## src/rtl/psum_channel_sequencer.sv

```systemverilog
// Tags the conv-engine result stream with pixel index and first/last-channel flags
// for the partial-sum accumulator, spacing same-pixel writes and reporting row/pass completion.
module psum_channel_sequencer #(
  parameter int MAX_WIDTH = 512,
  localparam int PW = $clog2(MAX_WIDTH)
) (
  input  logic          clk,
  input  logic          rst,
  input  logic          start,
  input  logic [PW:0]   cfg_width,
  input  logic [15:0]   cfg_ch_groups,
  input  logic [15:0]   cfg_rows,
  input  logic [31:0]   in_data,
  input  logic          in_valid,
  output logic          in_ready,
  output logic [31:0]   acc_data,
  output logic          acc_valid,
  output logic          acc_first,
  output logic          acc_last,
  output logic [PW-1:0] acc_pixel_idx,
  output logic          busy,
  output logic          row_done,
  output logic          done,
  output logic          cfg_error
);

  typedef enum logic [2:0] {IDLE, RUN, GAP, DRAIN, DONE} state_t;

  localparam logic [PW:0] MAX_W = MAX_WIDTH[PW:0];
  localparam logic [PW:0] ONE_W = {{PW{1'b0}}, 1'b1};

  state_t        state, next_state;
  logic [PW:0]   width;
  logic [15:0]   ch_groups, rows;
  logic [PW-1:0] pix;
  logic [15:0]   ch, row;
  logic          pass_end, drain_cnt;
  logic          hs, cfg_ok, start_ok;
  logic          pix_last, ch_last, row_last, final_beat, width_one;

  assign cfg_ok     = (cfg_width != '0) && (cfg_width <= MAX_W) &&
                      (cfg_ch_groups != 16'd0) && (cfg_rows != 16'd0);
  assign start_ok   = (state == IDLE) && start && cfg_ok;
  assign hs         = in_valid && (state == RUN);
  assign pix_last   = ({1'b0, pix} == (width - ONE_W));
  assign ch_last    = (ch == (ch_groups - 16'd1));
  assign row_last   = (row == (rows - 16'd1));
  assign final_beat = pix_last && ch_last && row_last;
  assign width_one  = (width == ONE_W);

  always_ff @(posedge clk or posedge rst) begin
    if (rst) state <= IDLE;
    else     state <= next_state;
  end

  always_comb begin
    next_state = state;
    in_ready   = 1'b0;
    busy       = (state != IDLE);
    done       = 1'b0;
    case (state)
      IDLE:  if (start && cfg_ok) next_state = RUN;
      RUN: begin
        in_ready = 1'b1;
        // A single-pixel row would hit the same accumulator slot on consecutive beats.
        if (hs) begin
          if (width_one)       next_state = GAP;
          else if (final_beat) next_state = DRAIN;
        end
      end
      GAP:   next_state = pass_end ? DRAIN : RUN;
      DRAIN: if (drain_cnt) next_state = DONE;
      DONE: begin
        done       = 1'b1;
        next_state = IDLE;
      end
      default: next_state = IDLE;
    endcase
  end

  always_ff @(posedge clk or posedge rst) begin
    if (rst) begin
      acc_data      <= '0;
      acc_valid     <= 1'b0;
      acc_first     <= 1'b0;
      acc_last      <= 1'b0;
      acc_pixel_idx <= '0;
      row_done      <= 1'b0;
      cfg_error     <= 1'b0;
      width         <= '0;
      ch_groups     <= '0;
      rows          <= '0;
      pix           <= '0;
      ch            <= '0;
      row           <= '0;
      pass_end      <= 1'b0;
      drain_cnt     <= 1'b0;
    end else begin
      acc_valid <= hs;
      row_done  <= hs && pix_last && ch_last;
      cfg_error <= (state == IDLE) && start && !cfg_ok;
      drain_cnt <= (state == DRAIN) && !drain_cnt;
      if (hs) begin
        acc_data      <= in_data;
        acc_pixel_idx <= pix;
        acc_first     <= (ch == 16'd0);
        acc_last      <= ch_last;
      end
      if (start_ok) begin
        width     <= cfg_width;
        ch_groups <= cfg_ch_groups;
        rows      <= cfg_rows;
        pix       <= '0;
        ch        <= '0;
        row       <= '0;
        pass_end  <= 1'b0;
      end else if (hs) begin
        if (pix_last) begin
          pix <= '0;
          if (ch_last) begin
            ch  <= 16'd0;
            row <= row + 16'd1;
            if (row_last) pass_end <= 1'b1;
          end else begin
            ch <= ch + 16'd1;
          end
        end else begin
          pix <= pix + 1'b1;
        end
      end
    end
  end

endmodule
```

## config.mk

```make
export PLATFORM = sky130hd
export DESIGN_NAME = psum_channel_sequencer
export DESIGN_NICKNAME = d
export VERILOG_FILES = /design/src/rtl/psum_channel_sequencer.sv
export SDC_FILE = /design/constraint.sdc
export NUM_CORES = 1
export LEC_CHECK = 0
export BUFFER_PORTS_ARGS = -buffer_cell sky130_fd_sc_hd__clkbuf_2
export CORE_AREA = 3 3 111 134
export DETAILED_ROUTE_END_ITERATION = 6
export DIE_AREA = 0 0 114 137
export GPL_TIMING_DRIVEN = 0
export PLACE_DENSITY = 0.78
export SLEW_MARGIN = 20
export SYNTH_ARGS = -nofsm -noshare
export SYNTH_HDL_FRONTEND = slang
export SYNTH_SLANG_ARGS = --single-unit
```

## constraint.sdc

```tcl
create_clock -name clk -period 7.4 [get_ports clk]
set_clock_uncertainty 0.15 [all_clocks]
set_input_delay 0.74 -clock clk [delete_from_list [all_inputs] [get_ports clk]]
set_output_delay 0.74 -clock clk [all_outputs]
set_load 0.005 [all_outputs]
```

* Yosys cells after proc, flatten, opt, wreduce, memory -nomap -nowiden
Cells that the tools add are included.
Widths: inputs -> output; s select.
** Cells by class
- Add/sub/neg operators :: 6
- Multiply operators :: 0
- Divide/modulo/power cells :: 0
- $lt $le $gt $ge :: 1
- Equality and inequality tests :: 12
- Shift operators :: 0
- Mux-type cells :: 25
- Bitwise operators :: 0
- Reductions and logical operators :: 29
** Operators by type and width (number)
- $mux 16 :: 8
- $add 16x1->16 const B :: 2
- $eq 16x16->1 :: 2
- $reduce_bool 16->1 :: 2
- $sub 16x1->16 const B :: 2
- $mux 9 :: 3
- $logic_not 16->1 :: 1
- $mux 3 :: 5
- $logic_and 1x1->1 :: 13
- $pmux 3 s4 :: 1
- $eq 10x1->1 const B :: 1
- $eq 9x10->1 :: 1
- $le 10x10->1 const B :: 1
- $reduce_bool 10->1 :: 1
- $sub 10x1->10 const B :: 1
- $add 9x1->9 const B :: 1
- $reduce_and 4->1 :: 2
- $reduce_bool 2->1 :: 4
- $mux 1 :: 7
- $eq 3x2->1 const B :: 2
- $ne 2x2->1 const B :: 3
- $eq 3x1->1 const B :: 1
- $eq 3x3->1 const B :: 1
- $logic_not 3->1 :: 1
- other kinds (6) :: 7
** Storage, ports and cells
- Flip-flop bits (word level) :: 134
- Latch bits :: 0
- RAM bits :: 0
- Bits in read-only memories :: 0
- Bits of input ports :: 78
- Output and inout port bits :: 49
- Logic and storage cells :: 89
- Memories :: 0

* Logic depth before layout (Yosys ltp)
Gate-level depths: netlist of the first run.
- Depth after elaboration :: 8
- Gate-level depth with buffers :: 10

* Least setup slack after synthesis of the first run
No wires, ideal clock.
- Path type :: reg-to-reg
- Start point :: register ch_groups[0]
- End point :: register row[3]
- Arrival :: 2991 ps
- Required time :: 7173 ps
- Slack :: 4182 ps
- Stages on the path, launching flop included :: 11
- Cells stage by stage :: dfrtp_1 inv_1 ha_1 nor3b_1 nand4_1 nor4_1 o2111ai_1 or4_4 buf_6 or4_1 a21oi_1
** On the way
- Word-level cells in the longest chain between the ends :: 4
** RTL lines
- from (decl) :: line 34 : logic [15:0] ch_groups, rows;
- from (signal assigned) :: line 111 : ch_groups <= cfg_ch_groups;
- $sub 16x1->16 :: line 46 : assign ch_last = (ch == (ch_groups - 16'd1));
- $eq 16x16->1 :: line 46
- $reduce_bool 2->1 (no line)
- $reduce_and 3->1 (no line)
- to (signal assigned) :: line 122 : row <= row + 16'd1;
- to (decl) :: line 36 : logic [15:0] ch, row;
No other way between the ends.
A chain may end at the register's enable or synchronous reset.

* Worst setup path in the final report of the first run
Same ends and word-level chain as after synthesis.

==> flow_metrics.tcl, run 1 <==
set metrics [dict create \
    run_status "complete, no violations" \
    slew-limit-headroom 0.275 \
    die_width_um 114 \
    cp_class "reg -> reg" \
    cts_max_level 4 \
    io-pin-count 127 \
    layout.area.seq_um2 3350 \
    synth-seq-area-share 0.451 \
    synth_ff_type "sky130_fd_sc_hd__dfrtp_1" \
    post-synth-top-area-fraction 0.451 \
    power_leakage_uw 0.00430 \
    gr-usage-all-layers 0.262 \
    wire_length_of_the_first_global_routing_pass_um 32300 \
    final_clock_period_utilization_by_the_worst_path 0.511 \
    vias 6950 \
    root_buffer_cell "sky130_fd_sc_hd__clkbuf_16" \
    worst_skew_pair.late_latency_ns 0.43 \
    worst_ir_drop_vdd_uv 180 \
    clock_sinks 134 \
    cap_viol_max_count 0 \
    totalNegativeSetupSlack_ns 0 \
    critical_path.max_fanout 10 \
    grt_setup_unrepaired "false" \
    holdCritPathClass "in -> async" \
    critPathArrivalTime_ns 3.99 \
    postCtsSetupBuffers 0 \
    count_of_unique_library_cells_instantiated_by_yosys 68 \
    core-area_um2 13800 \
    post-route-drc-count 0 \
    final_worst_path_setup_slack_ns 3.62 \
    multiInputGateArea_um2 3840 \
    place.gp.congestion 0.888 \
    clock_power_share 0.264 \
    cts_tree "yes" \
    worstSetupStartpointType "flip-flop" \
    dieArea_um2 15600 \
    synthesis.area_um2 7440 \
    route.antenna.remaining_nets 0 \
    die_height_um 137 \
    detail_route.wirelength_um 20200 \
    hpwl_dp_um 14400 \
    clock_edge_transition_at_the_registers_on_the_reported_setup_and_hold_paths_ns 0.06 \
    synth_enable_flop_cells 0 \
    cellInternalPower_uw 1990 \
    global_route.overflow_total 0 \
    via_per_inst 5.77 \
    syn_nets 960 \
    postCtsResizedCells 0 \
    grt_max_degree 107 \
    cts_made_buffers 17 \
    power.density_nw_per_um2 370 \
    busiest_layer "met2" \
    synth_area_leader_cell "sky130_fd_sc_hd__dfrtp_1" \
    ys_warn_count 0 \
    placement.io_buffers 126 \
    cts.path.max_buffers 2 \
    cp_cell_sequence "inv_1 > ha_1 > nor3b_1 > nand4_1 > nor4_1 > o2111ai_1 > or4_4 > buf_6 > or4_1 > a21oi_1" \
    critical_path.endpoint_type "flip-flop" \
    hold_viol 0 \
    hold_buffers 0 \
    violation_count_after_the_first_detailed_routing_iteration 517 \
    max_clock_freq_ghz 0.264 \
    drive_gt1_frac 0.178 \
    placement_rows 47 \
    min_period_ns 3.78 \
    power.share.sequential 0.375 \
    fraction_of_registers_with_async_set_or_reset_after_synthesis 1.00 \
    gr-usage-met2 0.444 \
    setup_failing_eps_final 0 \
    antenna_violations_before_repair 0 \
    cp.required_ns 7.60 \
    post_synth.cell_area_avg_um2 8.51 \
    top_count_cell_post_synth "sky130_fd_sc_hd__nand2_1" \
    first_global_vias 6509 \
    postSynthRegisterBits 134 \
    initial_utilization 0.540 \
    drt_pre_antenna_iters 5 \
    routed_wire_length_per_instance_um 16.8 \
    synth.cells.most_frequent "sky130_fd_sc_hd__nand2_1 (270), sky130_fd_sc_hd__dfrtp_1 (134), sky130_fd_sc_hd__xnor2_1 (34)" \
    n_antenna_cell 0 \
    areaGrowthSynthToFinish_pct 20.0 \
    timing.critical_path.slowest_stage_cell "sky130_fd_sc_hd__nor3b_1" \
    num-nets-final 1106 \
    synth_area_leaders "sky130_fd_sc_hd__dfrtp_1 (45%), sky130_fd_sc_hd__nand2_1 (14%), sky130_fd_sc_hd__xnor2_1 (4.0%), sky130_fd_sc_hd__nor4_1 (2.5%), sky130_fd_sc_hd__xor2_1 (2.2%)" \
    tightest_slew_ns 1.08 \
    netSwitchingFraction 0.396 \
    global_routing_met1_resource_utilization 0.329 \
    switching_power_uw 1310 \
    grtUsageMet3 0.0469 \
    layout.filler_cells 1197 \
    dp_worst_setup_slack_ns 3.45 \
    combPwrFrac 0.362 \
    cp_slowest_stage_delay_ns 0.58 \
    timing.final.max_slew_violations 0 \
    netlist_instances 874 \
]
-- per-layer routing --
metal	vias to the layer above	part of all wire
li1	3359	-
met1	3326	0.41
met2	219	0.51
met3	46	0.053
met4	0	0.028
met5	-	0
-- flip-flops by register name, indices dropped and copies added (netlist names), 3 cells and up --
signal / cells
acc_pixel_idx: 9
row: 16
ch_groups: 16
state: 3
pix: 9
rows: 16
width: 10
ch: 16
acc_data: 32
-- layout by cell type, fill, tap and decap left out, drive strengths merged, types with 18 or more instances in the layout --
master,Yosys,final
inv,23,29
nand3,30,30
nor4,32,32
a21oi,29,29
clkbuf,31,175
xor2,19,19
xnor2,34,34
nor2,25,25
nand4,24,24
nand2,270,270
dfrtp,134,134
and3,18,18
o21ai,31,31
-- worst paths after layout --
| path | start | endpoint | slack (ns) | depth (start not counted) |
|---|---|---|---|---|
| setup / recovery | ch_groups[0] | row[3] | 3.62 | 10 |
| hold / removal | rst | acc_data[30] | 0.11 | 2 |
| setup reg to reg | ch_groups[0] | row[3] | 3.62 | 10 |
| hold reg to reg | acc_data[24] | acc_data[24] | 0.32 | 2 |
| max in group asynchronous | rst | ch_groups[6] | 6.18 | 3 |
| min in group clk | acc_data[24] | acc_data[24] | 0.32 | 2 |
-- critical path: cells and delay by family, from the launching register on --
family	cells	cell delay, ns
AND/OR/NAND/NOR	5	2.25
flip-flops	1	0.44
AO/OA/AOI/OAI	2	0.36
buffers and inverters	2	0.28
adder cells (fa/ha/maj)	1	0.21
-- power groups by stage --
stage               Clock, µW  Combinational [µW]  Sequential (µW)
floorplan                   0                 839             1190
global placement            0                1140             1230
detailed placement          0                1180             1240
CTS                       878                1200             1230
global route              910                1350             1270
finish                    870                1190             1240
-- layout make-up --
| type | count | share of cell area |
|---|---|---|
| Inverter | 23 | 0.0105 |
| Buffer | 38 | 0.0181 |
| Multi-Input combinational cell | 679 | 0.430 |
| Timing Repair Buffer | 127 | 0.0737 |
| Tap cell | 171 | 0.0240 |
| Sequential cell | 134 | 0.376 |
| Clock buffer | 18 | 0.0492 |
| Clock inverter | 14 | 0.0186 |
-- stage by stage --
step / utilization / instance area [µm²] / hold slack (ns) / total power, µW / instances
final: 0.649 / 8930 / 0.109 / 3300 / 1204
after floorplan: - / 7440 / 0.282 / 2020 / 874
after detailed placement: 0.604 / 8320 / 0.311 / 2420 / 1172
after global placement: 0.602 / 8280 / 0.302 / 2370 / 1171
after CTS: 0.648 / 8920 / 0.109 / 3300 / 1204
after global routing: 0.649 / 8930 / 0.125 / 3530 / 1204
-- cells by family (layout without fill, tap and decap cells) --
logic type	after synthesis	in the layout	synth area share
buffers and inverters	61	220	0.0333
multiplexers	16	16	0.0217
adder cells (fa/ha/maj)	8	8	0.0135
AND/OR/NAND/NOR	488	488	0.317
XOR/XNOR	53	53	0.0624
flip-flops	134	134	0.451
AO/OA/AOI/OAI	114	114	0.101
Power figures use the tool's default switching activity.
==> run 2, diff against run 1 <==
==> constraint.sdc (replaced) <==
create_clock -name clk -period 3.9 [get_ports clk]
set_clock_uncertainty 0.15 [all_clocks]
set_input_delay 0.39 -clock clk [delete_from_list [all_inputs] [get_ports clk]]
set_output_delay 0.39 -clock clk [all_outputs]
set_load 0.005 [all_outputs]
==> run 2 against run 1 <==
  * Hold slack worse by 0.099 ns
  * Sequential power is 89% higher
  * Power grew 89%
  * Clock-buffer cell count did not move
  * Setup slack worse by 3.3 ns
  * Fmax up 6.3%
==> flow_metrics.tcl, run 2 (synthesized netlist as in run 1, its figures left out) <==
set metrics [dict create \
    slew-limit-headroom 0.298 \
    reg_with_most_ffs "acc_data" \
    r2r_setup_slack_ns 0.34 \
    setup_failing_eps_final 0 \
    run_status "complete, no violations" \
    initial_utilization 0.540 \
    cts_made_buffers 17 \
    power.density_nw_per_um2 684 \
    violation_count_after_the_first_detailed_routing_iteration 543 \
    worst_ir_drop_vdd_uv 399 \
    placement_rows 47 \
    clock_sinks 134 \
    routed_wire_length_per_instance_um 16.6 \
    hold_ws_ns 0.00929 \
    cap_viol_max_count 0 \
    cts_max_level 4 \
    drive_gt1_frac 0.180 \
    totalNegativeSetupSlack_ns 0 \
    worst_hold_startpoint "in_data[16]" \
    clock_edge_transition_at_the_registers_on_the_reported_setup_and_hold_paths_ns 0.06 \
    root_buffer_cell "sky130_fd_sc_hd__clkbuf_16" \
    grt_max_degree 35 \
    hold-path-cell-count 3 \
    critical_path.max_fanout 10 \
    gr-usage-all-layers 0.263 \
    final_worst_path_setup_slack_ns 0.339 \
    cp_class "reg -> reg" \
    final_clock_period_utilization_by_the_worst_path 0.913 \
    dieArea_um2 15600 \
    regToRegEndpoint "row[3]" \
    mostFrequentLayoutCell "sky130_fd_sc_hd__nand2_1" \
    holdCritPathClass "in -> reg" \
    critical_path.reg2reg.startpoint "ch_groups[0]" \
    critical_path.endpoint_type "flip-flop" \
    max_clock_freq_ghz 0.281 \
    largest_reg_flops 32 \
    power_leakage_uw 0.00438 \
    postCtsSetupBuffers 0 \
    placement.io_buffers 126 \
    worstSetupStartpointType "flip-flop" \
    grt_setup_unrepaired "false" \
    post_dp_cell_area_um2 8370 \
    cts.path.max_buffers 2 \
    n_antenna_cell 0 \
    hold_viol 0 \
    critPathArrivalTime_ns 3.75 \
    dp_worst_setup_slack_ns -0.0826 \
    timing.final.max_slew_violations 0 \
    route.antenna.remaining_nets 0 \
    post-route-drc-count 0 \
    via_per_inst 5.77 \
    wire_length_of_the_first_global_routing_pass_um 32700 \
    tightest_slew_ns 1.04 \
    cts_tree "yes" \
    cp.required_ns 4.09 \
    core-area_um2 13800 \
    place.gp.congestion 0.900 \
    min_period_ns 3.56 \
    global_route.overflow_total 0 \
    die_width_um 114 \
    vias 7051 \
    post-route-cell-area_um2 9130 \
    hpwl_dp_um 14600 \
    die_height_um 137 \
    worstHoldEndpoint "acc_data[16]" \
    drt_pre_antenna_iters 7 \
    areaGrowthSynthToFinish_pct 22.7 \
    detail_route.wirelength_um 20300 \
    io-pin-count 127 \
    worst_skew_pair.late_latency_ns 0.42 \
    num-nets-final 1124 \
    layout.cells.most_common_list "sky130_fd_sc_hd__nand2_1 (270), sky130_fd_sc_hd__dfrtp_1 (134), sky130_fd_sc_hd__clkbuf_2 (126)" \
    worst_r2r_path_depth 10 \
    antenna_violations_before_repair 0 \
    first_global_vias 6665 \
]
## run 2: cell count changes in the layout (fill, tap and decap cells not counted), sizes merged
cell,change
dlygate4sd3,+15
clkinv,+3
inv,-4
buf,+3
clkinvlp,+1
## run 2: timing repair
item	4_1_cts	5_1_grt
setup endpoints to repair	10	20
endpoints found under the hold margin	25	0
gates resized for setup	1	3
hold buffers	15	0
## run 2: worst max-delay path, stage by stage, from the launching register on
cell and delay [ns]:
sky130_fd_sc_hd__dfrtp_1 0.44, sky130_fd_sc_hd__inv_1 0.11, sky130_fd_sc_hd__ha_1 0.20, sky130_fd_sc_hd__nor3b_2 0.36
sky130_fd_sc_hd__nand4_1 0.23, sky130_fd_sc_hd__nor4_1 0.39, sky130_fd_sc_hd__o2111ai_1 0.22, sky130_fd_sc_hd__or4_4 0.51
sky130_fd_sc_hd__buf_6 0.17, sky130_fd_sc_hd__or4_1 0.50, sky130_fd_sc_hd__a21oi_1 0.18
## run 2: cell type report
class	count	area, µm²
Timing Repair Buffer	145	861
Fill cell	1213	4630
Multi-Input combinational cell	679	3860
Buffer	38	161
Clock inverter	14	150
Tap cell	171	214
Clock buffer	18	439
Inverter	23	90.1
Sequential cell	134	3350
## run 2: worst max path at each step
stage,from,to,slack [ns]
finish,ch_groups[0],row[3],0.34
global route,ch_groups[0],row[0],0.15
CTS,ch_groups[0],row[3],0.08
detailed placement,ch_groups[0],row[4],-0.08
global placement,ch_groups[0],row[5],0.05
floorplan,ch_groups[0],row[3],0.68
## run 2: per-stage QoR
stage	utilization	power (µW)	cells
finish	0.663	6240	1222
detailed placement	0.608	4590	1175
global route	0.663	6670	1222
global placement	0.602	4500	1171
floorplan	-	3840	874
CTS	0.662	6230	1222
## run 2: power breakdown
group / internal [µW] / switching [µW] / leakage [µW]
registers: 1840 / 501 / 0.00173
logic: 978 / 1320 / 0.00237
clock network: 962 / 638 / 0.000283
total: 3780 / 2460 / 0.00438
## run 2: routing by layer
metal	wire length [µm]	GRT usage	part of all wire	vias up
li1	-	-	-	3408
met1	8340	0.332	0.41	3388
met2	10400	0.444	0.51	203
met3	932	0.0442	0.046	52
met4	609	0.116	0.030	0
met5	0	0	0	-
